===== src/rtl/serial_adder.sv =====
// serial_adder: bit-serial WIDTH-bit adder, LSB first, one full-adder cell
// reused every clock with a registered carry between bits.
// Optional feature macro: SERIAL_ADDER_OVF_EN adds the signed-overflow output ovf.

// Single-bit full-adder cell that the serial datapath drives each cycle.
module fulladder_db (
    input  logic a,
    input  logic b,
    input  logic cin,
    output logic s,
    output logic cout
);
    assign s    = a ^ b ^ cin;
    assign cout = (a & b) | (cin & (a ^ b));
endmodule

module serial_adder #(
    parameter int WIDTH = 8
) (
    input  logic             clk,
    input  logic             rst,
    input  logic             start,
    input  logic [WIDTH-1:0] a,
    input  logic [WIDTH-1:0] b,
    input  logic             cin,
    output logic             busy,
    output logic             done,
    output logic [WIDTH-1:0] s,
    output logic             cout
`ifdef SERIAL_ADDER_OVF_EN
    ,
    output logic             ovf
`endif
);
    localparam int CNT_W = $clog2(WIDTH);

    typedef enum logic [1:0] {
        ST_IDLE  = 2'd0,
        ST_SHIFT = 2'd1,
        ST_DONE  = 2'd2
    } state_t;

    state_t             r_state;
    state_t             w_state_next;
    logic [WIDTH-1:0]   r_a_sh;
    logic [WIDTH-1:0]   r_b_sh;
    // Upper WIDTH-1 bits of the collected sum; the newest bit enters at the top.
    logic [WIDTH-2:0]   r_s_sh;
    logic               r_carry;
    logic [CNT_W-1:0]   r_cnt;
    logic [WIDTH-1:0]   r_s;
    logic               r_cout;
    logic               w_fa_s;
    logic               w_fa_cout;
    logic               w_last;
    logic               w_accept;
    logic [WIDTH-1:0]   w_s_full;

    fulladder_db u_fa (
        .a    (r_a_sh[0]),
        .b    (r_b_sh[0]),
        .cin  (r_carry),
        .s    (w_fa_s),
        .cout (w_fa_cout)
    );

    assign w_accept = (r_state == ST_IDLE) && start;
    assign w_last   = (r_state == ST_SHIFT) && (r_cnt == CNT_W'(WIDTH - 1));
    // Shift-register contents after this cycle's bit; equals the full sum on the last bit.
    assign w_s_full = {w_fa_s, r_s_sh};

    assign busy = (r_state != ST_IDLE);
    assign done = (r_state == ST_DONE);
    assign s    = r_s;
    assign cout = r_cout;

    // State register.
    always_ff @(posedge clk or posedge rst) begin
        if (rst) begin
            r_state <= ST_IDLE;
        end else begin
            r_state <= w_state_next;
        end
    end

    // Next-state logic: IDLE -> SHIFT on start, SHIFT -> DONE on last bit, DONE -> IDLE.
    always_comb begin
        w_state_next = r_state;
        case (r_state)
            ST_IDLE:  if (start)  w_state_next = ST_SHIFT;
            ST_SHIFT: if (w_last) w_state_next = ST_DONE;
            ST_DONE:  w_state_next = ST_IDLE;
            default:  w_state_next = ST_IDLE;
        endcase
    end

    // Operand capture, per-bit shifting and result load.
    always_ff @(posedge clk or posedge rst) begin
        if (rst) begin
            r_a_sh  <= '0;
            r_b_sh  <= '0;
            r_s_sh  <= '0;
            r_carry <= 1'b0;
            r_cnt   <= '0;
            r_s     <= '0;
            r_cout  <= 1'b0;
        end else if (w_accept) begin
            r_a_sh  <= a;
            r_b_sh  <= b;
            r_carry <= cin;
            r_cnt   <= '0;
        end else if (r_state == ST_SHIFT) begin
            r_a_sh  <= {1'b0, r_a_sh[WIDTH-1:1]};
            r_b_sh  <= {1'b0, r_b_sh[WIDTH-1:1]};
            r_s_sh  <= w_s_full[WIDTH-1:1];
            r_carry <= w_fa_cout;
            if (w_last) begin
                // Park the counter at zero rather than letting it run past WIDTH-1.
                r_cnt  <= '0;
                r_s    <= w_s_full;
                r_cout <= w_fa_cout;
            end else begin
                r_cnt  <= r_cnt + CNT_W'(1);
            end
        end
    end

`ifdef SERIAL_ADDER_OVF_EN
    logic r_ovf;
    assign ovf = r_ovf;

    // Signed overflow: carry into the MSB (the registered carry on the last bit) XOR carry out.
    always_ff @(posedge clk or posedge rst) begin
        if (rst) begin
            r_ovf <= 1'b0;
        end else if (w_last) begin
            r_ovf <= r_carry ^ w_fa_cout;
        end
    end
`endif

endmodule


===== config.mk =====
export PLATFORM = sky130hd
export DESIGN_NAME = serial_adder
export DESIGN_NICKNAME = d
export VERILOG_FILES = /design/src/rtl/serial_adder.sv
export SDC_FILE = /design/constraint.sdc
export NUM_CORES = 1
export LEC_CHECK = 0
export BUFFER_PORTS_ARGS = -buffer_cell sky130_fd_sc_hd__buf_2
export CORE_ASPECT_RATIO = 0.5
export CORE_MARGIN = 2
export CORE_UTILIZATION = 40
export CTS_CLUSTER_DIAMETER = 120
export DETAILED_ROUTE_END_ITERATION = 16
export HOLD_SLACK_MARGIN = 0.1
export SYNTH_ARGS = -nofsm -noshare
export SYNTH_HDL_FRONTEND = slang
export SYNTH_SLANG_ARGS = --single-unit
export TNS_END_PERCENT = 1

===== constraint.sdc =====
create_clock -name clk -period 4 [get_ports clk]
set_input_delay 0.4 -clock clk [delete_from_list [all_inputs] [get_ports clk]]
set_output_delay 0.4 -clock clk [all_outputs]
set_load 0.01 [all_outputs]

==> metrics, run 1 <==
Fmax achieved=436 MHz; Max Clock Skew=0.00465 ns; Distinct cells, synth=23; Slew HR=0.348; diodes inserted=0; hold crit path type=input pin to async pin; htree depth=2; CP arrival=2.47 ns; Die Height=51.0 µm; final worst slack=1.70 ns; layout cell share with drive strength beyond 1=0.331; Clock Path Buffers=2; Num CTS Buffers=5; I/O Buffers=30; CTS tree=done; top cells by area, synth=dfrtp_1, mux2_4, a221oi_1, nor4b_1, mux2_2; postcts setup bufs=0; Post-Syn Instances=144; Setup TNS Final=0 ns; syn nets=167; global-route wire length before repair=5.35 mm; length of the first detailed-routing pass in iterations=4; WL final=3.16 mm; final instance area=2020 µm²; post-cts gate resize count=0; Setup violations, final=0; uppermost layer routed=met4; Period minus WS final=2.30 ns; multiplexer area fraction after synthesis=0.127; Leak=0.956 nW; Final HPWL DP=2.05 mm; Boundary Pins=31; crit end category=flip-flop; Via density=5.21; pre-CTS setup slack=1.68 ns; row count=17; drt initial violations=35; P per Cell Area=760 nW/µm²; Syn-to-layout area delta=14.4%; Least-Margin Pin Slew=0.979 ns; # fillers=423; Die W=98.1 µm; Worst setup SP type=flip-flop; Max Cap Violations=0; routed len/inst=13.8 µm; largest family of logic cells by synthesized area=multiplexers; Final Max Tran Viols=0; CP Max Fanout=34; post-synthesis compound-gate area fraction=0.104; # clock sinks=38; DRC viols=0; met2 WL post-DR=1.43 mm; Post-CTS Hold Fix Bufs=0; Final Cycle Share=0.574; number of synthesis warnings=0; Post-Synth XOR/XNOR Area=0; Crit Path Class=flip-flop to flip-flop; Synth top area share=0.537; met3 routed WL=188 µm; worst endpoint required time=4.18 ns; area leader, netlist=dfrtp_1; Seq/Total Area, Yosys=0.537; initial antenna violation count=0; Initial Util=0.410; placeable core region=4320 µm²; DR vias=1192; Final ANT Viol Nets=0; GR Overflow Total=0; Hold Vio Cnt, Final=0; synthesized cell area=1770 µm²; clk_lat worst skew=0.29 ns; mean post-synth cell area=12.3 µm²; RSZ-0062 raised after global routing=no; die footprint=5000 µm²; Post-Synth Adder-Cell Area=0.0255; DP Area=1930 µm²; Final Total Pwr=1.54 mW; DRT met1 WL=1.49 mm; Simple-Gate Fraction of Synth Area=0.124; CTS root buf=clkbuf_8; Synth Register Bits=38; gr usage total=0.140; largest net degree at the start of global routing=39; status=finished, final reports clean; Placer Congestion=0.724; Nets=194; VDD IR max=0.199 mV; number of global-route vias before repair=1156; CTS clk-pin slew, worst paths=0.08 ns
==> synthesized netlist by cell type, drive strengths merged <==
master and n:
a222oi 2, inv 18, buf 9, ha 2
a32o 2, nor2b 4, nand2b 2, nor3b 1
dfrtp 38, clkbuf 3, a221oi 13, o21bai 1
nor4b 13, mux2 17, a21oi 1, nor2 14
nand3b 1, fa 1, a22o 2
==> flip-flops by register name, indices dropped and copies added (netlist names) <==
register  cells
r_carry       1
s             8
r_b_sh        8
r_cnt         3
r_a_sh        8
r_state       2
r_s_sh        7
cout          1
==> through the flow <==
stage / util / hold WS (ns) / cells
floorplan: - / 0.466 / 144
global placement: 0.447 / 0.485 / 221
detailed placement: 0.447 / 0.483 / 221
CTS: 0.469 / 0.218 / 229
global route: 0.469 / 0.248 / 229
finish: 0.469 / 0.209 / 229
==> where the power goes <==
group          total, mW  internal (mW)  leakage, nW  switching [mW]
Combinational      0.545          0.316        0.470           0.230
Sequential         0.714          0.567        0.439           0.146
Clock              0.280          0.139       0.0472           0.141
==> cell families after synthesis <==
kind of cell             count (synthesis)
flip-flops                              38
AND/OR/NAND/NOR                         35
buffers and inverters                   30
AO/OA/AOI/OAI                           21
multiplexers                            17
adder cells (fa/ha/maj)                  3
==> placed cells by master (no fill, tap or decap) <==
| cell type | count |
|---|---|
| mux2_2 | 8 |
| fa_1 | 1 |
| inv_1 | 18 |
| clkinvlp_4 | 1 |
| buf_4 | 2 |
| buf_2 | 30 |
| clkbuf_8 | 6 |
| a22o_1 | 2 |
| nor3b_1 | 1 |
| a222oi_1 | 2 |
| o21bai_1 | 1 |
| nor4b_1 | 13 |
| a21oi_1 | 1 |
| nor2b_1 | 4 |
| mux2_4 | 9 |
| a32o_1 | 2 |
| a221oi_1 | 13 |
| clkinv_2 | 1 |
| nand3b_1 | 1 |
| dfrtp_1 | 38 |
| nor2_1 | 14 |
| ha_1 | 2 |
| nand2b_1 | 2 |
==> layer usage <==
layer	vias to the layer above	track usage
met5	-	0
met3	5	0.0492
li1	569	-
met1	584	0.178
met4	0	0.0625
met2	34	0.218
==> path summary, 6_finish.rpt <==
kind                        endpoint  cells after the start  slack [ns]  startpoint
hold / removal                  s[3]                      3        0.21         rst
min in group clk           r_b_sh[7]                      2        0.35        b[7]
setup / recovery           r_s_sh[4]                      2        1.70  r_state[0]
hold reg to reg            r_b_sh[7]                      1        0.50   r_b_sh[7]
setup reg to reg           r_s_sh[4]                      2        1.70  r_state[0]
max in group asynchronous  r_a_sh[2]                      3        3.46         rst
==> final cells by class <==
class                   count  area [µm²]  area share
inverters                  18        67.6      0.0334
multi-input cells          76         673       0.333
well taps                  57        71.3      0.0353
clock buffers               6        82.6      0.0408
clock inverters             2        12.5     0.00618
flip-flops and latches     38         951       0.470
repair buffers             32         165      0.0816
==> worst max-delay path, stage by stage (launching register included) <==
cell and delay [ns]:
dfrtp_1 0.98, nor2b_1 0.78, mux2_2 0.41
Note: power is estimated with default switching activity, not from simulation.
==> inputs of run 2 (changes only) <==
Settings changed: ABC_AREA from default to 1.
Clock period 4 ns to 1.94 ns, I/O delays scaled along.
==> run 2 against run 1 <==
  * Setup slack lost 1.3 ns
  * Non-clock buffer count up 2
  * Sequential cell count did not move
  * Critical path type is now flip-flop to output pin
  * First-iteration DRC count grew 74%
  * Area after synthesis fell by 7.8%
  * Highest routed layer unchanged
==> metrics, run 2 <==
CP Max Fanout=19 (was 34); initial antenna violation count=0 (unchanged); gr usage total=0.149 (was 0.140); global-route wire length before repair=5.26 mm (was 5.35 mm); most frequent cells in the layout=nand2_1, dfrtp_1, nand3_1, buf_2, clkbuf_8 (was dfrtp_1, buf_2, inv_1, nor2_1); die footprint=4640 µm² (was 5000 µm²); slowest CP cell=dfrtp_1 (unchanged); number of flops mapped to enable cells by yosys=0 (unchanged); Boundary Pins=31 (unchanged); Die Height=49.2 µm (was 51.0 µm); Largest stage delay, worst path=0.45 ns (was 0.98 ns); P_int=1.85 mW (was 1.02 mW); DR vias=1272 (was 1192); Placer Congestion=0.722 (was 0.724); Crit Path Class=flip-flop to output pin (was flip-flop to flip-flop); status=finished, final reports clean (unchanged); Final Cycle Share=0.789; DRC viols=0 (unchanged); Distinct cells, synth=16 (was 23); Initial Util=0.418 (was 0.410); htree depth=2 (unchanged); length of the first detailed-routing pass in iterations=4 (unchanged); placeable core region=3900 µm² (was 4320 µm²); Cell Count Post-Placement=264 (was 221); RSZ-0062 raised after global routing=no (unchanged); Setup TNS Final=0 ns (unchanged); I/O Buffers=30 (unchanged); hold_sp=b[7]; Hold Vio Cnt, Final=0 (unchanged); GR Overflow Total=0 (unchanged); R2R setup slack=0.51 ns (was 1.70 ns); most common cell in the netlist=nand2_1 (was dfrtp_1); Num CTS Buffers=5 (unchanged); Bufs and invs on worst path=2 (was 0); CP cell instances=nor2_4, inv_1, buf_2 (was nor2b_1, mux2_2); Leak=1.04 nW (was 0.956 nW); Synth top area share=0.583 (was 0.537); Period minus WS final=1.53 ns; final core occ=0.497 (was 0.469); number of global-route vias before repair=1172 (was 1156); Fmax achieved=653 MHz; routed len/inst=11.4 µm (was 13.8 µm); worst endpoint required time=1.75 ns (was 4.18 ns); commonest non-fill, non-tap cell in the layout=nand2_1 (was dfrtp_1); crit path from=r_state[1] (was r_state[0]); Worst setup SP type=flip-flop (unchanged); worst r2r src=r_state[0] (unchanged); Least-Margin Pin Slew=0.524 ns (was 0.979 ns); Final HPWL DP=2.06 mm (was 2.05 mm); layout cell share with drive strength beyond 1=0.215 (was 0.331); largest net degree at the start of global routing=39 (unchanged); Via density=4.66 (was 5.21); CTS tree=done (unchanged); VDD IR max=0.463 mV (was 0.199 mV); mean post-synth cell area=8.87 µm² (was 12.3 µm²); hold depth=3; Nets=241 (was 194); diodes inserted=0 (unchanged); # fillers=393 (was 423); hold crit path type=input pin to flip-flop (was input pin to async pin); R2R depth=4 (was 2); Post-Syn Instances=184 (was 144); Die W=94.3 µm (was 98.1 µm); Non-Filler Instances=273 (was 229); Synth Register Bits=38 (unchanged); worst r2r dst=r_b_sh[4] (was r_s_sh[4]); WL final=3.12 mm (was 3.16 mm); Setup violations, final=0 (unchanged); Combinational Power Share=0.324 (was 0.354); clk_lat worst skew=0.28 ns (was 0.29 ns); hold endpoint=r_b_sh[7]; Slew HR=0.648 (was 0.348); postcts setup bufs=0 (unchanged); CTS clk-pin slew, worst paths=0.07 ns (was 0.08 ns); Flop pwr share=0.459 (was 0.464); Clock Path Buffers=2 (unchanged); Seq/Total Area, Yosys=0.583 (was 0.537); top cells by instance count after synthesis=nand2_1, dfrtp_1, nand3_1 (was dfrtp_1, inv_1, nor2_1); Max Cap Violations=0 (unchanged); Syn-to-layout area delta=18.9% (was 14.4%); most common flop cell mapped by yosys=dfrtp_1 (unchanged); CTS root buf=clkbuf_8 (unchanged); Psw=1.04 mW (was 517 µW); drt initial violations=61 (was 35); crit end category=output pin (was flip-flop); clock share of power=0.217 (was 0.182); Final Total Pwr=2.89 mW (was 1.54 mW); CP top delay family=flip-flops (unchanged); Final Max Tran Viols=0 (unchanged); sw frac=0.361 (was 0.336); P per Cell Area=1490 nW/µm² (was 760 nW/µm²); synthesized cell area=1630 µm² (was 1770 µm²); Final ANT Viol Nets=0 (unchanged); top cells by area, synth=dfrtp_1, nand2_1, nand3_1, nor2_4, ha_1 (was dfrtp_1, mux2_4, a221oi_1, nor4b_1, mux2_2); row count=16 (was 17); Max Clock Skew=0.00455 ns (was 0.00465 ns); # clock sinks=38 (unchanged); Async SR Flop Fraction=1.00 (unchanged); area leader, netlist=dfrtp_1 (unchanged); CP arrival=1.34 ns (was 2.47 ns); number of synthesis warnings=0 (unchanged); syn nets=207 (was 167)
==> run 2: changes by cell type in the layout (fill, tap and decap cells not counted), sizes merged, moves of 4 or more <==
cell,delta
nor2b,-4
inv,-12
nand3,+33
a221oi,-13
nor2,-10
mux2,-17
nand2,+89
nor4b,-13
o21ai,+4
==> run 2: logic make-up (layout without fill, tap and decap cells) <==
group	Yosys count	count (layout)	synth area share
and+or+nand+nor	126	126	0.332
buffers and inverters	13	48	0.0452
AOI/OAI and AO/OA	4	4	0.0123
DFF	38	38	0.583
adders and majority gates	3	3	0.0276
==> run 2: layout make-up <==
class	count	area [µm²]	share of cell area
well taps	54	67.6	0.0348
multi-input cells	133	607	0.313
flip-flops and latches	38	951	0.490
repair buffers	34	183	0.0941
clock buffers	8	110	0.0567
inverters	6	22.5	0.0116
==> run 2: what timing repair did <==
| action | 4_1_cts | 5_1_grt |
|---|---|---|
| hold endpoints to repair | 38 | 0 |
| hold buffers | 1 | 0 |
| endpoints found under the setup margin | 0 | 0 |
| resized for setup | 0 | 0 |
==> run 2: stage by stage <==
step	worst slack, ns	hold slack (ns)	instance area (µm²)
after floorplan	0.781	0.339	1630
after global placement	0.573	0.332	1820
after detailed placement	0.495	0.336	1820
after CTS	0.384	0.127	1940
after global routing	0.285	0.147	1940
final	0.409	0.137	1940
==> run 2: how the worst max path moves through the flow <==
stage | slack, ns | to | depth (start not counted)
after global placement | 0.57 | r_cnt[0] | 4
after floorplan | 0.78 | s[7] | 6
final | 0.41 | busy | 3
after global routing | 0.29 | busy | 3
after detailed placement | 0.49 | r_b_sh[4] | 4
after CTS | 0.38 | busy | 3
==> run 2: power by group through the flow <==
stage | Combinational [mW] | Sequential, mW | Clock (mW)
after global routing | 1.08 | 1.37 | 0.689
after floorplan | 0.705 | 1.34 | 0
final | 0.936 | 1.33 | 0.627
after global placement | 0.925 | 1.33 | 0
after CTS | 0.959 | 1.33 | 0.654
after detailed placement | 0.955 | 1.34 | 0
==> run 2: layer usage <==
metal	share of wire	track usage
met5	0	0
met3	0.045	0.0510
met2	0.45	0.224
met4	0.0086	0.0580
met1	0.50	0.200
==> run 2: worst min-delay path, stage by stage <==
cell and delay (ns):
buf_2 0.08, nand3_1 0.06, nand2_1 0.06
==> inputs of run 3 (changes only) <==
Settings changed: ABC_AREA 1 to 0.
Clock period 1.94 ns to 1.56 ns, I/O delays scaled along.
==> run 3 against run 2 <==
  * Setup slack worse by 0.35 ns
  * Global-route usage down 1.3 points
  * Worst hold slack got worse by 0.012 ns
  * Total power increased by 40%
  * Critical path type is now flip-flop to flip-flop
  * Largest power group unchanged
==> metrics, run 3 (synthesis results as in run 1) <==
Via density=5.11 (was 4.66); hold_sp=b[7] (unchanged); status=finished, final reports clean (unchanged); Setup violations, final=0 (unchanged); gr usage total=0.136 (was 0.149); placeable core region=4320 µm² (was 3900 µm²); row count=17 (was 16); hold crit path type=input pin to flip-flop (unchanged); worst r2r src=r_cnt[0] (was r_state[0]); CTS tree=done (unchanged); worst endpoint required time=1.72 ns (was 1.75 ns); slowest CP cell=dfrtp_1 (unchanged); Placer Congestion=0.685 (was 0.722); Nets=204 (was 241); Multi-input gate area=696 µm² (was 607 µm²); crit end category=flip-flop (was output pin); layout cell share with drive strength beyond 1=0.374 (was 0.215); number of global-route vias before repair=1193 (was 1172); die footprint=5000 µm² (was 4640 µm²); Least-Margin Pin Slew=0.478 ns (was 0.524 ns); RSZ-0062 raised after global routing=no (unchanged); commonest non-fill, non-tap cell in the layout=dfrtp_1 (was nand2_1); Cell Count Post-Placement=230 (was 264); Max Clock Skew=0.00383 ns (was 0.00455 ns); final worst slack=0.0620 ns (was 0.409 ns); CTS clk-pin slew, worst paths=0.07 ns (about the same); Hold Vio Cnt, Final=0 (unchanged); diodes inserted=0 (unchanged); Syn-to-layout area delta=20.7% (was 18.9%); # fillers=413 (was 393); routed len/inst=13.4 µm (was 11.4 µm); P per Cell Area=1900 nW/µm² (was 1490 nW/µm²); Slew HR=0.681 (was 0.648); Hold WS=0.126 ns (was 0.137 ns); I/O Buffers=30 (unchanged); CP cell instances=ha_2, ha_4, nand3b_1, buf_12, mux2_4 (was nor2_4, inv_1, buf_2); CP arrival=1.66 ns (was 1.34 ns); crit path from=r_cnt[0] (was r_state[1]); DRC viols=0 (unchanged); clk_lat worst skew=0.27 ns (was 0.28 ns); Boundary Pins=31 (unchanged); Fmax achieved=668 MHz; Non-Filler Instances=239 (was 273); Die Height=51.0 µm (was 49.2 µm); Period minus WS final=1.50 ns; drt initial violations=27 (was 61); htree depth=2 (unchanged); Num CTS Buffers=5 (unchanged); DP Area=2010 µm² (was 1820 µm²); CTS root buf=clkbuf_8 (unchanged); global-route wire length before repair=5.46 mm (was 5.26 mm); Worst setup SP type=flip-flop (unchanged); postcts setup bufs=0 (unchanged); register area=951 µm² (unchanged); Clock Path Buffers=2 (unchanged); final instance area=2140 µm² (was 1940 µm²); largest net degree at the start of global routing=39 (unchanged); VDD IR max=0.530 mV (was 0.463 mV); pre-CTS setup slack=-0.000407 ns (was 0.495 ns); Largest stage delay, worst path=0.39 ns (was 0.45 ns); Final ANT Viol Nets=0 (unchanged); most frequent cells in the layout=dfrtp_1, buf_2, inv_1 (was nand2_1, dfrtp_1, nand3_1, buf_2, clkbuf_8); GR Overflow Total=0 (unchanged); Die W=98.1 µm (was 94.3 µm); Max Cap Violations=0 (unchanged); Crit Path Class=flip-flop to flip-flop (was flip-flop to output pin); CP top delay family=flip-flops (unchanged); Final HPWL DP=2.23 mm (was 2.06 mm); length of the first detailed-routing pass in iterations=4 (unchanged); WL final=3.19 mm (was 3.12 mm); # clock sinks=38 (unchanged); Final Cycle Share=0.960; Initial Util=0.410 (was 0.418); Bufs and invs on worst path=1 (was 2); DR vias=1222 (was 1272); Final Max Tran Viols=0 (unchanged); initial antenna violation count=0 (unchanged); Leak=1.01 nW (was 1.04 nW); CP Max Fanout=7 (was 19)
## run 3: power by group
group          total, mW  switching (mW)  internal, mW
Clock              0.673           0.317         0.356
Combinational       1.65           0.735         0.917
Sequential          1.73           0.275          1.46
Total               4.06            1.33          2.73
## run 3: repair_timing
item                                   in CTS  in global routing
hold buffers                                1                  0
endpoints found under the hold margin      38                  0
gates resized for setup                     3                  3
setup endpoints to repair                   6                 10
## run 3: final cells by class
cell class | count | share of cell area
Inverter | 18 | 0.0316
Multi-Input combinational cell | 76 | 0.326
Tap cell | 57 | 0.0334
Clock inverter | 1 | 0.00234
Sequential cell | 38 | 0.445
Clock buffer | 7 | 0.0404
Timing Repair Buffer | 42 | 0.121
## run 3: routing by layer
metal	GRT usage	vias up	wire, µm
met2	0.232	26	1460
met1	0.178	604	1550
met3	0.0410	2	172
met5	0	-	0
met4	0.0208	0	12
li1	-	590	-
## run 3: final timing paths
path                         endpoint  slack [ns]  cells after the start
max                              s[5]        0.06                      5
min                         r_b_sh[7]        0.13                      2
max reg2reg                      s[5]        0.06                      5
min reg2reg                      s[0]        0.50                      1
max in group asynchronous  r_state[0]        0.70                      4
min in group asynchronous   r_s_sh[1]        0.52                      4
## run 3: stage by stage
step | utilization | TNS, ns | power, mW
after floorplan | - | 0 | 2.96
after global placement | 0.465 | 0 | 3.33
after detailed placement | 0.465 | -0.000407 | 3.39
after CTS | 0.491 | 0 | 4.10
after global routing | 0.495 | 0 | 4.42
final | 0.495 | 0 | 4.06
